## src/rtl/zuart_tx_feeder.sv

```systemverilog
// zuart_tx_feeder: byte FIFO, bit-rate tick generator and one-byte-at-a-time
// sequencer feeding the UART transmitter. tx_en/tx_data are held while the
// transmitter owns a byte and are released on its tx_done pulse.
module zuart_tx_feeder #(
    parameter int DEPTH_LOG2 = 4,
    parameter int CLK_DIV    = 434
) (
    input  logic                  clk,
    input  logic                  rst_n,
    input  logic                  enable,
    input  logic                  wr_en,
    input  logic [7:0]            wr_data,
    output logic                  full,
    output logic                  empty,
    output logic [DEPTH_LOG2:0]   level,
    output logic                  ovf,
    input  logic                  ovf_clr,
    output logic                  busy,
    output logic                  bps_clk,
    output logic                  tx_en,
    output logic [7:0]            tx_data,
    input  logic                  tx_done
);

    localparam int DEPTH = 1 << DEPTH_LOG2;
    localparam int CW    = (CLK_DIV > 2) ? $clog2(CLK_DIV) : 1;
    localparam logic [CW-1:0] BPS_LAST = CW'(CLK_DIV - 1);

    typedef enum logic {S_IDLE, S_SEND} state_t;

    // ---------------- bit-rate tick ----------------
    logic [CW-1:0] bps_cnt_q, bps_cnt_d;
    logic          bps_clk_q;

    // Free-running divider; wraps after CLK_DIV-1
    always_comb begin
        bps_cnt_d = (bps_cnt_q == BPS_LAST) ? '0 : bps_cnt_q + CW'(1);
    end

    // Tick is registered so it is high exactly while the counter sits at CLK_DIV-1
    always_ff @(posedge clk or negedge rst_n) begin
        if (!rst_n) begin
            bps_cnt_q <= '0;
            bps_clk_q <= 1'b0;
        end else begin
            bps_cnt_q <= bps_cnt_d;
            bps_clk_q <= (bps_cnt_d == BPS_LAST);
        end
    end

    // ---------------- FIFO ----------------
    logic [7:0]            mem_q [DEPTH];
    logic [DEPTH_LOG2-1:0] wptr_q, rptr_q;
    logic [DEPTH_LOG2:0]   cnt_q, cnt_d;
    logic                  wr_acc, wr_drop, pop;
    logic                  ovf_q, ovf_d;

    assign full    = (cnt_q == (DEPTH_LOG2+1)'(DEPTH));
    assign empty   = (cnt_q == '0);
    assign level   = cnt_q;
    // Full is judged before this edge's pop, so a same-cycle pop never rescues a write
    assign wr_acc  = wr_en & ~full;
    assign wr_drop = wr_en & full;

    // Occupancy and sticky overflow next-state; a drop beats a clear
    always_comb begin
        cnt_d = cnt_q;
        case ({wr_acc, pop})
            2'b10:   cnt_d = cnt_q + (DEPTH_LOG2+1)'(1);
            2'b01:   cnt_d = cnt_q - (DEPTH_LOG2+1)'(1);
            default: cnt_d = cnt_q;
        endcase
        ovf_d = ovf_q;
        if (wr_drop)      ovf_d = 1'b1;
        else if (ovf_clr) ovf_d = 1'b0;
    end

    // Storage array: data only, no reset needed
    always_ff @(posedge clk) begin
        if (wr_acc) mem_q[wptr_q] <= wr_data;
    end

    // Pointers wrap naturally at the power-of-two depth
    always_ff @(posedge clk or negedge rst_n) begin
        if (!rst_n) begin
            wptr_q <= '0;
            rptr_q <= '0;
            cnt_q  <= '0;
            ovf_q  <= 1'b0;
        end else begin
            if (wr_acc) wptr_q <= wptr_q + DEPTH_LOG2'(1);
            if (pop)    rptr_q <= rptr_q + DEPTH_LOG2'(1);
            cnt_q <= cnt_d;
            ovf_q <= ovf_d;
        end
    end

    // ---------------- sequencer FSM ----------------
    state_t     state_q, state_d;
    logic       tx_en_q, tx_en_d;
    logic       busy_q, busy_d;
    logic [7:0] tx_data_q, tx_data_d;

    // State register
    always_ff @(posedge clk or negedge rst_n) begin
        if (!rst_n) state_q <= S_IDLE;
        else        state_q <= state_d;
    end

    // Next state: start only from IDLE, so tx_en always drops for a cycle between bytes
    always_comb begin
        state_d = state_q;
        case (state_q)
            S_IDLE:  if (enable && !empty) state_d = S_SEND;
            S_SEND:  if (tx_done)          state_d = S_IDLE;
            default: state_d = S_IDLE;
        endcase
    end

    // Outputs: pop the head on the IDLE->SEND edge and latch it until the next pop
    always_comb begin
        pop       = (state_q == S_IDLE) && enable && !empty;
        tx_en_d   = (state_d == S_SEND);
        busy_d    = (state_d == S_SEND);
        tx_data_d = pop ? mem_q[rptr_q] : tx_data_q;
    end

    // Registered transmitter-facing outputs
    always_ff @(posedge clk or negedge rst_n) begin
        if (!rst_n) begin
            tx_en_q   <= 1'b0;
            busy_q    <= 1'b0;
            tx_data_q <= 8'h00;
        end else begin
            tx_en_q   <= tx_en_d;
            busy_q    <= busy_d;
            tx_data_q <= tx_data_d;
        end
    end

    assign tx_en   = tx_en_q;
    assign busy    = busy_q;
    assign tx_data = tx_data_q;
    assign ovf     = ovf_q;
    assign bps_clk = bps_clk_q;

endmodule

```

## config.mk

```make
export PLATFORM = sky130hd
export DESIGN_NAME = zuart_tx_feeder
export DESIGN_NICKNAME = d
export VERILOG_FILES = /design/src/rtl/zuart_tx_feeder.sv
export SDC_FILE = /design/constraint.sdc
export NUM_CORES = 1
export LEC_CHECK = 0
export CELL_PAD_IN_SITES_DETAIL_PLACEMENT = 0
export CELL_PAD_IN_SITES_GLOBAL_PLACEMENT = 2
export CORE_MARGIN = 5
export CORE_UTILIZATION = 35
export CTS_CLUSTER_DIAMETER = 30
export CTS_CLUSTER_SIZE = 10
export DETAILED_ROUTE_END_ITERATION = 8
export DONT_BUFFER_PORTS = 1
export GPL_TIMING_DRIVEN = 0
export PLACE_DENSITY = 0.6
export SLEW_MARGIN = 5
export SYNTH_ARGS = -nofsm -noshare
export SYNTH_HDL_FRONTEND = slang
export SYNTH_SLANG_ARGS = --single-unit
```

## constraint.sdc

```tcl
create_clock -name clk -period 4.25 [get_ports clk]
set_clock_uncertainty 0.2 [all_clocks]
set_input_delay 0.85 -clock clk [delete_from_list [all_inputs] [get_ports clk]]
set_output_delay 0.85 -clock clk [all_outputs]
set_load 0.02 [all_outputs]
```

==> results.rst, run 1 <==
.. list-table::
   :header-rows: 1

   * - Metric
     - Value
   * - Worst r2r dst
     - level[4]$_DFFE_PN0P_
   * - Largest net degree at the start of global routing
     - 34
   * - EDFF count, synth
     - about 130
   * - Floorplan core area
     - between 15,000 and 20,000 sq um
   * - Critical Path Sink
     - level[4]$_DFFE_PN0P_
   * - Unrepaired setup endpoints after global routing
     - false
   * - Max stage delay cell, worst path
     - sky130_fd_sc_hd__or4_4
   * - Final-report setup violation count
     - 0
   * - Overflow after GRT
     - 0
   * - Syn_nets
     - a little over 400
   * - Number of resized instances in the post-cts repair step
     - 0
   * - Clock root buffer master
     - sky130_fd_sc_hd__clkbuf_16
   * - Top cells by area in the synthesized netlist
     - sky130_fd_sc_hd__edfxtp_1 57%, sky130_fd_sc_hd__dfrtp_1 12%, sky130_fd_sc_hd__mux4_2 8.0%, sky130_fd_sc_hd__mux4_1 3.1%, sky130_fd_sc_hd__mux2i_1 2.4%
   * - Placed instance area
     - slightly above 7000 sq um
   * - Maximum resistive drop on vdd
     - ~0.35 mV
   * - Critical R2R Launch
     - level[1]$_DFFE_PN0P_
   * - Max-Cap Viols
     - 0
   * - Number of antenna violations at the first check in global routing
     - 0
   * - Buf+Inv Stages, Crit Path
     - 3
   * - Net count, final
     - between 400 and 500
   * - Ordered cell list for the critical path
     - buf_6 > or4_4 > o21ai_2 > inv_1 > ha_1 > clkbuf_1 > xor2_1 > ha_1 > a21oi_1 > o31ai_1 > nand2_1 > a311oi_1
   * - Highest attainable clock frequency
     - between 200 and 300 MHz
   * - Number of standard cells after synthesis
     - a little under 400
   * - Asr flop ratio synth
     - between 20% and 30%
   * - Met2 routed WL
     - 6.68 mm
   * - Routed length on met3
     - around 740 um
   * - Hold Slack
     - roughly 0.053 ns
   * - Total wire length after detailed routing
     - 14.6 mm
   * - Dominant register cell in the synthesized netlist
     - sky130_fd_sc_hd__edfxtp_1
   * - Number of buffers added to fix hold violations after cts
     - 1
   * - Slew margin rel.
     - between 40% and 50%
   * - Detailed-placement wirelength estimate
     - about 9.5 mm
   * - Top cell type's share of synthesized area
     - 57.0%
   * - Avg Inst Size Synth
     - about 17 sq um
   * - Period Utilization, post-route
     - between 70% and 80%
   * - Layout Area Growth over Synthesis
     - 14.2%
   * - Via count
     - 3,374
   * - Worst-path maximum fanout
     - 9
   * - Share of layout cells above drive strength 1
     - approximately 20%
   * - Number of distinct library cells after synthesis
     - 47
   * - Die height
     - ~150 um
   * - ANT nets after route
     - 0
   * - Minimum clock period after layout
     - around 3.4 ns
   * - Worst setup path class
     - flip-flop to flip-flop
   * - Final Wtd Congestion
     - approximately 0.74
   * - Final design instance area without fill
     - between 7000 and 8000 sq um
   * - Residual DRC
     - 0
   * - Detailed-routing wirelength on met1
     - roughly 7 mm
   * - Via count of the first global-routing pass
     - ~3,600
   * - Crit-path leading delay family
     - compound AO/OA/AOI/OAI gates
   * - Power density cells
     - ~670 nW/um^2
   * - Top routing layer in use
     - met4
   * - Leak Pwr
     - 2.68 nW
   * - Antenna diodes
     - 0
   * - Proportion of synthesized chip area in sequential cells
     - ~70%
   * - Kind of end point of the critical path
     - flip-flop
   * - Filler instances
     - between 1,500 and 2,000
   * - Final Util
     - roughly two fifths
   * - Floorplan row count
     - 50
   * - Multi-input gate area in the final layout
     - 1910 sq um
   * - Largest buffer count on any clock path
     - 2
   * - Maximum single-stage delay on the critical path
     - about 0.55 ns
   * - Overall die width
     - around 150 um
   * - Min-delay worst type
     - primary input to asynchronous set/reset pin
   * - CTS buffer count
     - 17
   * - CTS tree
     - done
   * - Least setup slack across all paths after layout
     - approximately 0.9 ns
   * - Most common cell on crit path
     - sky130_fd_sc_hd__ha_1
   * - Setup slack, reg-to-reg
     - 0.89 ns
   * - Total area of sequential cells
     - 4670 sq um
   * - Critical Path Source
     - level[1]$_DFFE_PN0P_
   * - Post-synth top area cell
     - sky130_fd_sc_hd__edfxtp_1
   * - Transition at the pin with the smallest max-transition slack
     - between 0.8 and 0.9 ns
   * - Routed wire length per instance
     - 21.4 um
   * - Launching element type of the critical path
     - flip-flop
   * - Initial cell density of the core
     - between 30% and 40%
   * - Via density per instance
     - between 4 and 5
   * - Synth warnings
     - 0
   * - Post-synthesis instance area
     - between 6000 and 7000 sq um
   * - Iteration-0 DRC count of the detailed router
     - roughly 210
   * - First-pass GRT wire length
     - roughly 22 mm
   * - Latest clock arrival within the worst-skew pair
     - roughly 0.43 ns
   * - Number of cells on the worst reg-to-reg path
     - 12
   * - Setup tns final
     - 0 ns
   * - Gr usage total
     - 14.0%
   * - Area of the die
     - approximately 22,000 sq um
   * - # port buffers
     - 0
   * - Outcome
     - complete, no violations
   * - Depth of the CTS H-tree
     - 4
   * - Yosys reg bits
     - between 150 and 200
   * - Final Hold Violating Endpoints
     - 0
   * - Required time of the critical path
     - about 4.4 ns
   * - Number of max-slew violations in the final report
     - 0
   * - Logic depth of the worst path, buffers included
     - 12
   * - DR pass1 iterations
     - 5
   * - Buffer count from post-CTS setup fixing
     - 0
   * - Number of ports placed on the die boundary
     - 33
   * - Crit path arrival time
     - 3.49 ns
   * - Worst-path clk slew
     - 0.06 ns
   * - Clk sink count
     - 161
   * - Setup Slack @ Placement
     - 0.850 ns
==> cell families (layout without fill, tap and decap cells) <==
logic type      count (synthesis)  in the layout  synth area share [%]
mux                            56             56                  14.8
simple gates                   86             86                  6.30
compound gates                 32             32                  3.08
xor+xnor                       13             13                  1.69
fa+ha+maj                      11             11                  2.04
flops                         161            161                  69.2
buf+inv                        30             63                  2.87
==> report_power, final <==
part | internal [mW] | switching, mW | total, mW
clock network | 0.884 | 0.668 | 1.55
registers | 1.93 | 0.193 | 2.13
logic | 0.657 | 0.793 | 1.45
==> synthesized netlist by cell type (all sizes together), types with 5 or more instances <==
cell and instances:
buf 15, clkbuf 7, dfrtp 33, edfxtp 128
ha 11, inv 8, mux2 8, mux2i 16
mux4 32, nand2 26, nor2 24, nor2b 5
nor3 5, o21ai 15, xnor2 9
==> worst min path at each step <==
stage | startpoint | end | slack, ns | depth (start not counted)
2_1_floorplan | bps_cnt_q[0]$_DFF_PN0_ | bps_cnt_q[0]$_DFF_PN0_ | 0.29 | 1
3_3_place_gp | bps_cnt_q[0]$_DFF_PN0_ | bps_cnt_q[0]$_DFF_PN0_ | 0.32 | 1
3_5_place_dp | bps_cnt_q[0]$_DFF_PN0_ | bps_cnt_q[0]$_DFF_PN0_ | 0.33 | 1
4_1_cts | rst_n | level[3]$_DFFE_PN0P_ | 0.05 | 1
5_1_grt | rst_n | level[3]$_DFFE_PN0P_ | 0.05 | 1
6_report | rst_n | level[3]$_DFFE_PN0P_ | 0.05 | 1
==> final cells by class <==
class                           instances  area share (%)
Tap cell                              260            4.22
Clock inverter                         15            2.16
Multi-Input combinational cell        198            24.7
Inverter                                8           0.390
Timing Repair Buffer                    1           0.260
Buffer                                 22            2.13
Sequential cell                       161            60.6
Clock buffer                           17            5.52
==> per-stage QoR <==
step / instances / total power, mW
after floorplan: 389 / 3.19
after global placement: 649 / 3.61
after detailed placement: 649 / 3.63
after CTS: 682 / 5.20
after global routing: 682 / 5.41
final: 682 / 5.13
==> sequential cells by signal (all words and copies together), names as in the netlist <==
signal,cells
bps_cnt_q,9
ovf,1
busy,1
rptr_q,4
bps_clk,1
mem_q,128
wptr_q,4
level,5
tx_data,8
==> cell usage in the layout, fill, tap and decap left out, types with 5 or more instances in the layout <==
master | netlist | final
sky130_fd_sc_hd__edfxtp_1 | 128 | 128
sky130_fd_sc_hd__dfrtp_1 | 33 | 33
sky130_fd_sc_hd__nand2_1 | 26 | 26
sky130_fd_sc_hd__nor2_1 | 24 | 24
sky130_fd_sc_hd__mux4_2 | 24 | 24
sky130_fd_sc_hd__clkbuf_16 | 0 | 17
sky130_fd_sc_hd__mux2i_1 | 16 | 16
sky130_fd_sc_hd__o21ai_0 | 14 | 14
sky130_fd_sc_hd__ha_1 | 11 | 11
sky130_fd_sc_hd__xnor2_1 | 9 | 9
sky130_fd_sc_hd__inv_1 | 8 | 8
sky130_fd_sc_hd__mux2_2 | 8 | 8
sky130_fd_sc_hd__mux4_1 | 8 | 8
sky130_fd_sc_hd__inv_6 | 0 | 7
sky130_fd_sc_hd__buf_6 | 6 | 6
sky130_fd_sc_hd__clkbuf_1 | 6 | 6
sky130_fd_sc_hd__nor2b_1 | 5 | 5
==> per-layer routing <==
layer  track usage (%)  vias up
met3              4.71       10
met2              21.0       57
met5                 0        -
met4              3.98        0
met1              19.4     1753
li1                  -     1554
(Power assumes the default switching activity.)
==> run 2: changes to the inputs <==
Settings changed: ABC_AREA set to 1, PLACE_DENSITY 0.6 to 0.71.
Clock period 4.25 ns to 2.9 ns, I/O delays scaled along.
==> results.rst, run 2 <==
.. list-table::
   :header-rows: 1

   * - Metric
     - Value
   * - Antenna diodes
     - 0 (unchanged)
   * - Depth of the CTS H-tree
     - 4 (unchanged)
   * - Internal Power
     - 4.97 mW (was 3.48 mW)
   * - Leak Pwr
     - 3.71 nW (was 2.68 nW)
   * - Transition at the pin with the smallest max-transition slack
     - 1.27 ns (was 0.854 ns)
   * - Leading cell type in the layout, fill and taps excluded
     - sky130_fd_sc_hd__nand2_1 (was sky130_fd_sc_hd__edfxtp_1)
   * - Launching element type of the critical path
     - flip-flop (unchanged)
   * - CTS buffer count
     - 17 (unchanged)
   * - Post-synthesis instance area
     - 7330 sq um (was 6750 sq um)
   * - Filler instances
     - 2,073 (was 1,673)
   * - Detailed-routing wirelength on met1
     - 8.30 mm (was 6.99 mm)
   * - Largest buffer count on any clock path
     - 2 (unchanged)
   * - EDFF count, synth
     - 128 (unchanged)
   * - Yosys reg bits
     - 161 (unchanged)
   * - Final-report setup violation count
     - 0 (unchanged)
   * - Part of the power in combinational logic
     - 34.1% (was 28.3%)
   * - Top routing layer in use
     - met4 (unchanged)
   * - Floorplan row count
     - 53 (was 50)
   * - First-pass GRT wire length
     - 28.8 mm (was 22.3 mm)
   * - Routed wire length per instance
     - 17.6 um (was 21.4 um)
   * - Crit path arrival time
     - 2.80 ns (was 3.49 ns)
   * - Final design instance area without fill
     - 8380 sq um (was 7710 sq um)
   * - Number of max-slew violations in the final report
     - 0 (unchanged)
   * - Unrepaired setup endpoints after global routing
     - false (unchanged)
   * - Placed instance area
     - 7710 sq um (was 7080 sq um)
   * - Outcome
     - complete, no violations (unchanged)
   * - Buf+Inv Stages, Crit Path
     - 4 (was 3)
   * - Maximum resistive drop on vdd
     - 0.440 mV (was 0.351 mV)
   * - Flop pwr share
     - 39.2% (was 41.5%)
   * - Register with the most flip-flops
     - mem_q (unchanged)
   * - Final Hold Violating Endpoints
     - 0 (unchanged)
   * - Iteration-0 DRC count of the detailed router
     - 202 (was 207)
   * - Number of standard cells after synthesis
     - 748 (was 389)
   * - Max stage delay cell, worst path
     - sky130_fd_sc_hd__dfrtp_2 (was sky130_fd_sc_hd__or4_4)
   * - Proportion of synthesized chip area in sequential cells
     - 63.7% (was 69.2%)
   * - Share of layout cells above drive strength 1
     - 11.4% (was 20.4%)
   * - Crit-path leading delay family
     - simple AND/OR/NAND/NOR gates (was compound AO/OA/AOI/OAI gates)
   * - Highest attainable clock frequency
     - 372 MHz (was 297 MHz)
   * - Largest net degree at the start of global routing
     - 34 (unchanged)
   * - Asr flop ratio synth
     - 20.5% (unchanged)
   * - Power density cells
     - 954 nW/um^2 (was 666 nW/um^2)
   * - Period Utilization, post-route
     - 92.6% (was 79.1%)
   * - Number of distinct library cells after synthesis
     - 26 (was 47)
   * - DR pass1 iterations
     - 5 (unchanged)
   * - Syn_nets
     - 773 (was 414)
   * - Routed length on met3
     - 701 um (was 736 um)
   * - Max-Cap Viols
     - 0 (unchanged)
   * - Final Util
     - 40.2% (was 40.9%)
   * - # port buffers
     - 0 (unchanged)
   * - Most frequent cell after synthesis
     - sky130_fd_sc_hd__nand2_1 (was sky130_fd_sc_hd__edfxtp_1)
   * - Inst Count DP
     - 1,023 (was 649)
   * - Clk sink count
     - 161 (unchanged)
   * - Avg Inst Size Synth
     - 9.80 sq um (was 17.3 sq um)
   * - Worst setup path class
     - flip-flop to flip-flop (unchanged)
   * - Number of antenna violations at the first check in global routing
     - 0 (unchanged)
   * - Layout Area Growth over Synthesis
     - 14.4% (was 14.2%)
   * - Via count of the first global-routing pass
     - 4,865 (was 3,559)
   * - Via density per instance
     - 4.63 (was 4.95)
   * - Overflow after GRT
     - 0 (unchanged)
   * - Detailed-placement wirelength estimate
     - 13.1 mm (was 9.51 mm)
   * - Die height
     - 155 um (was 149 um)
   * - Worst-path maximum fanout
     - 11 (was 9)
   * - Clock root buffer master
     - sky130_fd_sc_hd__clkbuf_16 (unchanged)
   * - Required time of the critical path
     - 3.02 ns (was 4.37 ns)
   * - Ranking of synthesized cells by instance count
     - 238 x sky130_fd_sc_hd__nand2_1, 132 x sky130_fd_sc_hd__inv_1, 128 x sky130_fd_sc_hd__edfxtp_1 (was 128 x sky130_fd_sc_hd__edfxtp_1, 33 x sky130_fd_sc_hd__dfrtp_1, 26 x sky130_fd_sc_hd__nand2_1)
   * - Maximum single-stage delay on the critical path
     - 0.48 ns (was 0.55 ns)
   * - Gr usage total
     - 16.3% (was 14.0%)
   * - Latest clock arrival within the worst-skew pair
     - 0.43 ns (about the same)
   * - Number of ports placed on the die boundary
     - 33 (unchanged)
   * - Synth warnings
     - 0 (unchanged)
   * - Post-synth top area cell
     - sky130_fd_sc_hd__edfxtp_1 (unchanged)
   * - Min-delay worst type
     - primary input to flip-flop (was primary input to asynchronous set/reset pin)
   * - Via count
     - 4,898 (was 3,374)
   * - Residual DRC
     - 0 (unchanged)
   * - Setup tns final
     - 0 ns (unchanged)
   * - Net switching fraction of the power
     - 37.8% (was 32.2%)
   * - Initial cell density of the core
     - 35.2% (was 35.8%)
   * - Total wire length after detailed routing
     - 18.6 mm (was 14.6 mm)
   * - CTS tree
     - done (unchanged)
   * - Slew margin rel.
     - 14.9% (was 42.9%)
   * - Power spent charging and discharging nets
     - 3.02 mW (was 1.65 mW)
   * - Net count, final
     - 794 (was 434)
   * - Worst-path clk slew
     - 0.07 ns (was 0.06 ns)
   * - Final Wtd Congestion
     - 0.837 (was 0.743)
   * - Top cells by area in the synthesized netlist
     - sky130_fd_sc_hd__edfxtp_1 52%, sky130_fd_sc_hd__nand2_1 12%, sky130_fd_sc_hd__dfrtp_1 11%, sky130_fd_sc_hd__nand3_1 7.5%, sky130_fd_sc_hd__inv_1 6.8% (was sky130_fd_sc_hd__edfxtp_1 57%, sky130_fd_sc_hd__dfrtp_1 12%, sky130_fd_sc_hd__mux4_2 8.0%, sky130_fd_sc_hd__mux4_1 3.1%, sky130_fd_sc_hd__mux2i_1 2.4%)
   * - Share of power burned in the clock network
     - 26.7% (was 30.3%)
   * - Dominant register cell in the synthesized netlist
     - sky130_fd_sc_hd__edfxtp_1 (unchanged)
   * - Commonest non-fill, non-tap cells in the layout
     - 235 x sky130_fd_sc_hd__nand2_1, 131 x sky130_fd_sc_hd__inv_1, 128 x sky130_fd_sc_hd__edfxtp_1 (was 128 x sky130_fd_sc_hd__edfxtp_1, 33 x sky130_fd_sc_hd__dfrtp_1, 26 x sky130_fd_sc_hd__nand2_1)
   * - Post-layout instance count excluding filler cells
     - 1,057 (was 682)
   * - Ordered cell list for the critical path
     - nor2_2 > nand2_2 > nor2_4 > inv_2 > nand2_2 > inv_2 > buf_6 > ha_4 > xor2_2 > ha_2 > inv_1 > nand2_2 > nand3_1 > nand2_1 > xor2_1 > nand2_1 > nand2_1 (was buf_6 > or4_4 > o21ai_2 > inv_1 > ha_1 > clkbuf_1 > xor2_1 > ha_1 > a21oi_1 > o31ai_1 > nand2_1 > a311oi_1)
   * - ANT nets after route
     - 0 (unchanged)
   * - Minimum clock period after layout
     - 2.68 ns (was 3.36 ns)
   * - Floorplan core area
     - 20,800 sq um (was 18,800 sq um)
   * - Overall die width
     - 155 um (was 149 um)
   * - Number of flip-flops under the largest register name
     - 128 (unchanged)
   * - Top cell type's share of synthesized area
     - 52.5% (was 57.0%)
   * - Kind of end point of the critical path
     - flip-flop (unchanged)
   * - Area of the die
     - 23,900 sq um (was 22,200 sq um)
   * - Met2 routed WL
     - 9.31 mm (was 6.68 mm)
==> run 2: cell types whose count changed in the layout (fill, tap and decap cells not counted), sizes merged, moves of 4 or more <==
cell / before / now
nor3: 5 / 12
nand2b: 4 / 0
xor2: 4 / 9
o21ai: 15 / 9
inv: 17 / 135
mux2: 8 / 0
nand3: 4 / 110
nand2: 26 / 240
mux2i: 16 / 0
nor2b: 5 / 0
mux4: 32 / 0
xnor2: 9 / 2
buf: 16 / 30
==> run 2: what timing repair did <==
item | CTS | global route
resized for setup | 4 | 15
buffers inserted | 0 | 1
endpoints found under the setup margin | 11 | 11
hold buffers | 2 | 0
hold endpoints to repair | 33 | 0
pin swaps | 0 | 5
==> run 2: layout make-up <==
class	count	area, sq um	area share (%)
Buffer	28	193	2.30
Clock buffer	26	499	5.96
Clock inverter	6	57.6	0.687
Inverter	137	514	6.14
Multi-Input combinational cell	421	2060	24.6
Sequential cell	161	4670	55.8
Tap cell	275	344	4.11
Timing Repair Buffer	3	37.5	0.448
==> run 2: worst paths after layout <==
path                                              from                endpoint  slack [ns]  cells after the start
worst max register to register    level[0]$_DFFE_PN0P_    level[4]$_DFFE_PN0P_        0.22                     17
worst min-delay path                        wr_data[0]  mem_q[15][0]$_DFFE_PP_        0.04                      0
worst max-delay path              level[0]$_DFFE_PN0P_    level[4]$_DFFE_PN0P_        0.22                     17
max in group asynchronous                        rst_n    level[0]$_DFFE_PN0P_        1.89                      2
worst min register to register  bps_cnt_q[0]$_DFF_PN0_  bps_cnt_q[0]$_DFF_PN0_        0.33                      1
min in group asynchronous                        rst_n  tx_data[3]$_DFFE_PN0P_        0.40                      2
==> run 2: worst register-to-register path: stages, from the launching register on <==
cell,delay [ns]
sky130_fd_sc_hd__dfrtp_2,0.48
sky130_fd_sc_hd__nor2_2,0.15
sky130_fd_sc_hd__nand2_2,0.11
sky130_fd_sc_hd__nor2_4,0.28
sky130_fd_sc_hd__inv_2,0.06
sky130_fd_sc_hd__nand2_2,0.07
sky130_fd_sc_hd__inv_2,0.06
sky130_fd_sc_hd__buf_6,0.15
sky130_fd_sc_hd__ha_4,0.20
sky130_fd_sc_hd__xor2_2,0.15
sky130_fd_sc_hd__ha_2,0.17
sky130_fd_sc_hd__inv_1,0.06
sky130_fd_sc_hd__nand2_2,0.06
sky130_fd_sc_hd__nand3_1,0.08
sky130_fd_sc_hd__nand2_1,0.06
sky130_fd_sc_hd__xor2_1,0.14
sky130_fd_sc_hd__nand2_1,0.06
sky130_fd_sc_hd__nand2_1,0.04
==> run 2: per-layer routing <==
| metal | vias to the layer above | track usage [%] |
|---|---|---|
| li1 | 2421 | - |
| met1 | 2371 | 21.0 |
| met2 | 85 | 27.7 |
| met3 | 21 | 3.16 |
| met4 | 0 | 5.42 |
| met5 | - | 0 |
==> run 2: cells by family after synthesis <==
kind of cell | count (synthesis) | share of synthesized area [%]
fa+ha+maj | 11 | 1.88
flops | 161 | 63.7
simple gates | 385 | 22.2
compound gates | 14 | 1.04
buf+inv | 166 | 9.75
xor+xnor | 11 | 1.42
==> run 2: power by group through the flow <==
stage	clock network, mW	registers [mW]	logic [mW]
2_1_floorplan	0	3.12	1.86
3_3_place_gp	0	3.16	2.67
3_5_place_dp	0	3.17	2.70
4_1_cts	2.18	3.13	2.74
5_1_grt	2.29	3.17	3.06
6_report	2.13	3.14	2.72
==> run 2: stage by stage <==
stage / total power, mW / hold slack [ns] / worst slack [ns]
after CTS: 8.05 / 0.0251 / -0.102
after detailed placement: 5.88 / 0.0853 / -0.193
after global routing: 8.52 / 0.0249 / 0.0213
after floorplan: 4.97 / 0.0844 / 0.257
final: 7.99 / 0.0450 / 0.215
after global placement: 5.83 / 0.0856 / -0.126
